**src/rtl/vpu_pkg.sv**
```systemverilog
// Shared types and default sizing for the VPU bias controller.
// No logic; no latency; no backpressure.
// The enum order is the FSM encoding used by vpu_bias_ctrl.
package vpu_pkg;

    localparam int PSUM_WIDTH_DEF = 32;
    localparam int NUM_LANES_DEF  = 4;
    localparam int ROW_CNT_W_DEF  = 16;

    typedef enum logic [1:0] {
        IDLE   = 2'd0,
        LOAD   = 2'd1,
        STREAM = 2'd2,
        DONE   = 2'd3
    } state_t;

    typedef logic signed [PSUM_WIDTH_DEF-1:0] psum_t;

endpackage

```
**src/rtl/vpu_bias_bank.sv**
```systemverilog
// Lane-indexed bias register bank with one write port and a flat read vector.
// Latency: a write is visible on rd_flat one cycle after wr_en.
// Backpressure: none; the caller gates wr_en.
module vpu_bias_bank #(
    parameter int PSUM_WIDTH = 32,
    parameter int NUM_LANES  = 4,
    parameter int IDX_W      = 2
) (
    input  logic                            clk,
    input  logic                            rst,
    input  logic                            wr_en,
    input  logic [IDX_W-1:0]                wr_idx,
    input  logic [PSUM_WIDTH-1:0]           wr_data,
    output logic [NUM_LANES*PSUM_WIDTH-1:0] rd_flat
);

    logic [PSUM_WIDTH-1:0] bank [NUM_LANES];

    always_ff @(posedge clk or posedge rst) begin
        if (rst) begin
            for (int i = 0; i < NUM_LANES; i++) bank[i] <= '0;
        end else begin
            for (int i = 0; i < NUM_LANES; i++) begin
                if (wr_en && wr_idx == IDX_W'(i)) bank[i] <= wr_data;
            end
        end
    end

    for (genvar g = 0; g < NUM_LANES; g++) begin : g_rd
        assign rd_flat[g*PSUM_WIDTH +: PSUM_WIDTH] = bank[g];
    end

endmodule

```
**src/rtl/vpu_bias_ctrl.sv**
```systemverilog
// Per-lane bias sequencer: loads the bias bank, drives lane enables, counts rows, pulses done.
// Latency: bias_enable/done registered; row to biased output is 0 cycles in the lanes.
// Backpressure: bias_wr_ready only in LOAD (or !shadow_full with VPU_BIAS_CTRL_DBUF_EN).
module vpu_bias_ctrl
    import vpu_pkg::*;
#(
    parameter int PSUM_WIDTH = PSUM_WIDTH_DEF,
    parameter int NUM_LANES  = NUM_LANES_DEF,
    parameter int ROW_CNT_W  = ROW_CNT_W_DEF
) (
    input  logic                            clk,
    input  logic                            rst,
    input  logic                            cfg_start,
    input  logic                            cfg_bias_en,
    input  logic [ROW_CNT_W-1:0]            cfg_num_rows,
    input  logic                            bias_wr_valid,
    output logic                            bias_wr_ready,
    input  logic [PSUM_WIDTH-1:0]           bias_wr_data,
    input  logic                            row_valid,
    output logic                            bias_enable,
    output logic [NUM_LANES*PSUM_WIDTH-1:0] bias_value,
    output logic                            busy,
    output logic                            done,
    output logic                            row_err
);

    localparam int IDX_W = (NUM_LANES > 1) ? $clog2(NUM_LANES) : 1;
    localparam logic [IDX_W-1:0] LAST_IDX = IDX_W'(NUM_LANES - 1);

    state_t               state;
    logic [ROW_CNT_W-1:0] num_rows;
    logic [ROW_CNT_W-1:0] row_cnt;
    logic                 bias_en_q;
    logic [IDX_W-1:0]     lane_idx;
    logic                 wr_fire;
    logic                 row_last;
    logic                 skip_load;

    assign busy     = (state != IDLE);
    assign wr_fire  = bias_wr_valid && bias_wr_ready;
    assign row_last = (row_cnt == num_rows - ROW_CNT_W'(1));

`ifdef VPU_BIAS_CTRL_DBUF_EN
    logic                            act_sel;
    logic                            shadow_full;
    logic [IDX_W-1:0]                shadow_idx;
    logic                            load_fire;
    logic                            shadow_fire;
    logic                            swap;
    logic [NUM_LANES*PSUM_WIDTH-1:0] rd0;
    logic [NUM_LANES*PSUM_WIDTH-1:0] rd1;

    assign bias_wr_ready = (state == LOAD) || !shadow_full;
    assign load_fire     = wr_fire && (state == LOAD);
    assign shadow_fire   = wr_fire && (state != LOAD);
    assign swap          = (state == IDLE) && cfg_start && cfg_bias_en && shadow_full
                           && (cfg_num_rows != '0);
    assign skip_load     = shadow_full;
    assign bias_value    = act_sel ? rd1 : rd0;

    vpu_bias_bank #(.PSUM_WIDTH(PSUM_WIDTH), .NUM_LANES(NUM_LANES), .IDX_W(IDX_W)) u_bank0 (
        .clk     (clk),
        .rst     (rst),
        .wr_en   ((load_fire && !act_sel) || (shadow_fire && act_sel)),
        .wr_idx  (load_fire ? lane_idx : shadow_idx),
        .wr_data (bias_wr_data),
        .rd_flat (rd0)
    );

    vpu_bias_bank #(.PSUM_WIDTH(PSUM_WIDTH), .NUM_LANES(NUM_LANES), .IDX_W(IDX_W)) u_bank1 (
        .clk     (clk),
        .rst     (rst),
        .wr_en   ((load_fire && act_sel) || (shadow_fire && !act_sel)),
        .wr_idx  (load_fire ? lane_idx : shadow_idx),
        .wr_data (bias_wr_data),
        .rd_flat (rd1)
    );

    // Shadow fill runs independently of the job FSM; swap and shadow_fire never coincide.
    always_ff @(posedge clk or posedge rst) begin
        if (rst) begin
            act_sel     <= 1'b0;
            shadow_full <= 1'b0;
            shadow_idx  <= '0;
        end else if (swap) begin
            act_sel     <= !act_sel;
            shadow_full <= 1'b0;
        end else if (shadow_fire) begin
            if (shadow_idx == LAST_IDX) begin
                shadow_idx  <= '0;
                shadow_full <= 1'b1;
            end else begin
                shadow_idx <= shadow_idx + IDX_W'(1);
            end
        end
    end
`else
    assign bias_wr_ready = (state == LOAD);
    assign skip_load     = 1'b0;

    vpu_bias_bank #(.PSUM_WIDTH(PSUM_WIDTH), .NUM_LANES(NUM_LANES), .IDX_W(IDX_W)) u_bank0 (
        .clk     (clk),
        .rst     (rst),
        .wr_en   (wr_fire),
        .wr_idx  (lane_idx),
        .wr_data (bias_wr_data),
        .rd_flat (bias_value)
    );
`endif

    always_ff @(posedge clk or posedge rst) begin
        if (rst) begin
            state       <= IDLE;
            num_rows    <= '0;
            row_cnt     <= '0;
            bias_en_q   <= 1'b0;
            lane_idx    <= '0;
            bias_enable <= 1'b0;
            done        <= 1'b0;
            row_err     <= 1'b0;
        end else begin
            done <= 1'b0;
            if (row_valid && state != STREAM) row_err <= 1'b1;
            case (state)
                IDLE: begin
                    if (cfg_start) begin
                        num_rows  <= cfg_num_rows;
                        bias_en_q <= cfg_bias_en;
                        row_err   <= row_valid;
                        lane_idx  <= '0;
                        if (cfg_num_rows == '0) begin
                            state <= DONE;
                            done  <= 1'b1;
                        end else if (cfg_bias_en && !skip_load) begin
                            state <= LOAD;
                        end else begin
                            state       <= STREAM;
                            bias_enable <= cfg_bias_en;
                        end
                    end
                end
                LOAD: begin
                    if (wr_fire) begin
                        if (lane_idx == LAST_IDX) begin
                            lane_idx    <= '0;
                            state       <= STREAM;
                            bias_enable <= bias_en_q;
                        end else begin
                            lane_idx <= lane_idx + IDX_W'(1);
                        end
                    end
                end
                STREAM: begin
                    if (row_valid) begin
                        if (row_last) begin
                            row_cnt     <= '0;
                            state       <= DONE;
                            done        <= 1'b1;
                            bias_enable <= 1'b0;
                        end else begin
                            row_cnt <= row_cnt + ROW_CNT_W'(1);
                        end
                    end
                end
                DONE:    state <= IDLE;
                default: state <= IDLE;
            endcase
        end
    end

endmodule

```
**config.mk**
```make
export PLATFORM = sky130hd
export DESIGN_NAME = vpu_bias_ctrl
export DESIGN_NICKNAME = d
export VERILOG_FILES = /design/src/rtl/vpu_pkg.sv /design/src/rtl/vpu_bias_bank.sv /design/src/rtl/vpu_bias_ctrl.sv
export SDC_FILE = /design/constraint.sdc
export NUM_CORES = 1
export LEC_CHECK = 0
export ABC_CLOCK_PERIOD_IN_PS = 7500
export CORE_ASPECT_RATIO = 1.25
export CORE_MARGIN = 2
export CORE_UTILIZATION = 49
export DETAILED_ROUTE_END_ITERATION = 12
export PLACE_DENSITY = 0.88
export SLEW_MARGIN = 30
export SYNTH_ARGS = -nofsm -noshare
export SYNTH_HDL_FRONTEND = slang
export SYNTH_SLANG_ARGS = --single-unit
```
**constraint.sdc**
```tcl
create_clock -name clk -period 7.5 [get_ports clk]
set_input_delay 1.5 -clock clk [delete_from_list [all_inputs] [get_ports clk]]
set_output_delay 1.5 -clock clk [all_outputs]
set_load 0.01 [all_outputs]
```
# Word-level counts from Yosys, hierarchy flattened
# Index checks and enable logic that the tools add are counted.
# totals
reg_bits,168
out_inout_bits,133
elab_cells,76
# op_classes
n_addsub,3
n_eq_ne,15
reduce_logical,17
n_mux,29
# ops
operator,n
2-bit 2-to-1 mux,10
16-bit by 1-bit adder with 16-bit output (second input constant),1
16-bit == test,1
16-bit logical NOT,1
16-bit 2-to-1 mux,1
16-bit by 1-bit subtractor with 16-bit output (second input constant),1
1-bit 2-to-1 mux,14
2-bit != test (second input constant),6
2-bit == test (second input constant),4
2-bit case mux with 4 select lines,1
8-bit AND reduction,1
1-bit logical AND,6
5-bit AND reduction,1
2-bit by 1-bit == test with 1-bit output (second input constant),2
2-bit logical NOT,2
2-bit by 1-bit != test with 1-bit output (second input constant),2
2-bit case mux with 2 select lines,1
2-bit AND reduction,2
2-bit nonzero test,2
1-bit case mux with 3 select lines,1
3-bit AND reduction,1
3-bit nonzero test,1
2-bit by 1-bit adder with 2-bit output (second input constant),1
1-bit case mux with 2 select lines,1

# Logic depth before layout (Yosys ltp)
# depth
ltp_word,5
ltp_mapped,11
ltp_nobuf,9

# Modules after synthesis
# Synthesis repeated with hierarchy kept, for this count alone.
# unflattened
hier_cells,549
hier_area_um2,7368.3
# by_module_without_submodules
mod,n_inst,area_each_um2,seq_area_each_um2,cells_per_inst
vpu_bias_bank,1,4748.3,3203.1,273
vpu_bias_ctrl,1,2620.0,1001.0,276

# Worst setup path after synthesis
# No wires, ideal clock.
# synth_timing
path_type,in2reg
from,input bias_wr_valid
to,"register u_bank0.bank, in the netlist u_bank0.rd_flat[0]"
t_arrival_ns,2.652
path_stages,5
path_slack_ns,4.723
cell_sequence,and2_1 > clkbuf_1 > nand2_1 > buf_1 > mux2_2
# synth_via
elab_chain_cells,2
# synth_lines
item,line_no,source
start: declaration,vpu_bias_ctrl.sv:16,"input logic bias_wr_valid,"
1-bit logical AND,vpu_bias_ctrl.sv:40,assign wr_fire = bias_wr_valid && bias_wr_ready;
1-bit logical AND,vpu_bias_bank.sv:24,if (wr_en && wr_idx == IDX_W'(i)) bank[i] <= wr_data;
end signal: indexed assignment,vpu_bias_bank.sv:24,
end: declaration,vpu_bias_bank.sv:17,logic [PSUM_WIDTH-1:0] bank [NUM_LANES];
# Every way passes these cells.
# A chain may end at the register's enable or synchronous reset.

# Worst setup path after layout
# layout_timing
from,register state[0]
to,output busy
# layout_via
elab_chain_cells,1
# layout_lines
item,line_no,source
start: declaration,vpu_bias_ctrl.sv:30,state_t state;
start signal: assignment,vpu_bias_ctrl.sv:113,state <= IDLE;
start signal: assignment,vpu_bias_ctrl.sv:132,state <= DONE;
start signal: assignment,vpu_bias_ctrl.sv:135,state <= LOAD;
2-bit nonzero test,vpu_bias_ctrl.sv:39,assign busy = (state != IDLE);
end: declaration,vpu_bias_ctrl.sv:22,"output logic busy,"
# Every way passes these cells.

==> flow_metrics.py <==
metrics = {
    "finish": {
        "n_antenna_cell": 0,
        "area_growth_pct": 35.7,
        "final_common_cell": "clkdlybuf4s50_1",
        "nets": 792,
        "postLayoutCoreUtil": 0.673,
        "drive_gt1_frac": 0.273,
        "fillCellCount": 1024,
        "final_cell_mix": "186 x clkdlybuf4s50_1, 168 x dfrtp_1, 144 x mux2_2",
    },
    "yosys": {
        "syn-num-nets": 607,
        "yosysUniqueCellTypes": 59,
        "synth_cells": 543,
        "yosysWarnings": 0,
        "synthArstFlopShare": 1.00,
        "seq_area_frac_synth": 0.572,
        "synth-edff-count": 0,
        "synthFlopType": "dfrtp_1",
        "synth_seq_cells": 168,
        "synth_area_per_cell_um2": 13.5,
        "syn_area_mm2": 0.00735,
    },
    "clock_tree": {
        "cts.sinks": 168,
        "numCtsBuffers": 17,
        "clockRootBuffer": "clkbuf_16",
        "clk_pin_slew_ps": 60,
        "clk_latency_ps": 430,
        "htreeDepth": 4,
        "holdBufCountCts": 0,
        "cts_tree": "done",
        "clk_path_buf_depth": 2,
        "cts_resized": 0,
        "cts_setup_buffers": 0,
    },
    "hold_path": {
        "worstHoldPathType": "reg -> reg",
        "worstHoldStart": "u_bank0.rd_flat[22]",
        "hold_path_depth": 1,
        "min_to": "u_bank0.rd_flat[22]",
    },
    "timing": {
        "tns_ps": 0,
        "post-route-min-period_ps": 3480,
        "setup_ws_ps": 4020,
        "max_slew_margin": 0.433,
        "rsz0062_at_grt": "no",
        "skew_ps": 10.9,
        "tightest_slew_ps": 842,
        "finalHoldViolCount": 0,
        "setup-violations-final": 0,
        "fmax_mhz": 287,
        "slew_viol_final": 0,
        "fin_crit_sh": 0.464,
    },
    "global_routing": {
        "grt_pass1_wl_mm": 29.0,
        "grt_max_degree": 92,
        "antenna_found_initial": 0,
        "grt_pass1_vias": 5591,
        "track_usage": 0.234,
        "overflow": 0,
    },
    "drt": {
        "antenna_left": 0,
        "via_per_inst": 5.57,
        "wl_per_cell_um": 19.6,
        "vias": 5139,
        "first_pass_iters": 6,
        "drt_iter0_drc": 206,
        "drc": 0,
        "routed_wl_mm": 18.1,
    },
    "worst_setup_path": {
        "r2r_start": "num_rows[4]",
        "crit_fanout": 6,
        "cp-start-kind": "flip-flop",
        "cp.arrival_ps": 1980,
        "ff2ff_setup_slack_ps": 4020,
        "worstPathRequired_ps": 6000,
        "worstSetupPathType": "reg -> out",
        "reg2reg_depth": 7,
        "timing.rr.end": "row_cnt[13]",
        "crit_path_end_kind": "output pin",
    },
    "die": {
        "ioPinCount": 187,
        "rows": 50,
        "die_x_um": 114,
        "core_mm2": 0.0148,
        "dieArea_mm2": 0.0160,
        "initial_utilization": 0.496,
        "die_h_um": 141,
    },
    "placement": {
        "gp_congestion": 0.863,
        "dp.final_hpwl_mm": 12.6,
        "io_buffers": 186,
        "post-place-ws_ps": 4000,
    },
    "pwr": {
        "irDropWorstVdd_mv": 0.227,
        "p_leak_nw": 4.43,
        "powerDensity_mw_per_mm2": 403,
    },
    "outcome": {
        "status": "finished clean",
    },
    "run": {
        "cap_violations": 0,
    },
}
==> where the power goes <==
group          leakage, nW  total (mW)  internal (mW)  switching [mW]
Combinational         1.97        1.60          0.930           0.673
Sequential            2.16        1.51           1.26           0.248
Clock                0.304       0.910          0.533           0.378
==> metal layers <==
metal / up-vias / GRT usage / share of wire
li1: 2307 / - / -
met1: 2612 / 0.253 / 0.37
met2: 173 / 0.415 / 0.53
met3: 47 / 0.0684 / 0.060
met4: 0 / 0.117 / 0.036
met5: - / 0 / 0
==> registers in the layout, indices dropped and copies added, names as in the netlist <==
name	count
state	2
done	1
lane_idx	2
bias_enable	1
row_err	1
bias_en_q	1
num_rows	16
row_cnt	16
u_bank0.rd_flat	128
==> logic make-up after synthesis <==
logic type / count (synthesis) / synth area share
XOR/XNOR: 33 / 0.0393
flip-flops: 168 / 0.572
buffers and inverters: 36 / 0.0228
multiplexers: 145 / 0.222
AO/OA/AOI/OAI: 39 / 0.0415
adder cells (fa/ha/maj): 10 / 0.0170
AND/OR/NAND/NOR: 112 / 0.0858
==> critical path: stages (launching register included) <==
cell	delay [ps]
dfrtp_1	390
inv_1	100
ha_1	280
inv_1	200
clkdlybuf4s50_1	590
==> how the worst max path moves through the flow <==
| stage | start | endpoint | slack [ps] | depth (start not counted) |
|---|---|---|---|---|
| 2_1_floorplan | rst | bias_en_q | 1450 | 1 |
| 3_3_place_gp | rst | u_bank0.rd_flat[14] | 3910 | 3 |
| 3_5_place_dp | row_valid | row_cnt[11] | 4000 | 7 |
| 4_1_cts | state[0] | busy | 4020 | 4 |
| 5_1_grt | num_rows[4] | row_cnt[13] | 3820 | 7 |
| 6_report | state[0] | busy | 4020 | 4 |
==> cell type report <==
cell class | count | area, um^2 | area share
clock buffer | 17 | 425 | 0.0426
clock inverter | 15 | 190 | 0.0191
inverter | 11 | 46.3 | 0.00464
multi-input combinational | 339 | 2980 | 0.299
sequential | 168 | 4200 | 0.421
tap | 182 | 228 | 0.0228
timing repair buffer | 191 | 1900 | 0.191
==> Yosys cell counts, types with 9 or more instances <==
cell	count	share of area
buf_1	12	0.0061
nor2_1	15	0.0077
nand2_1	26	0.013
xor2_1	18	0.021
nand4_1	9	0.0077
mux2_2	144	0.22
xnor2_1	15	0.018
dfrtp_1	168	0.57
clkbuf_1	9	0.0046
inv_1	11	0.0056
ha_1	10	0.017
nand3_1	10	0.0068
nor2_2	10	0.0085
==> through the flow <==
| stage | area (um^2) | std cells | total power, mW | hold WS [ps] |
|---|---|---|---|---|
| 2_1_floorplan | 7350 | 543 | 2.28 | 465 |
| 3_3_place_gp | 9360 | 891 | 3.03 | 487 |
| 3_5_place_dp | 9360 | 891 | 3.12 | 492 |
| 6_report | 9980 | 923 | 4.02 | 504 |
| 5_1_grt | 9980 | 923 | 4.23 | 518 |
| 4_1_cts | 9980 | 923 | 4.05 | 506 |
(Power assumes the default switching activity.)
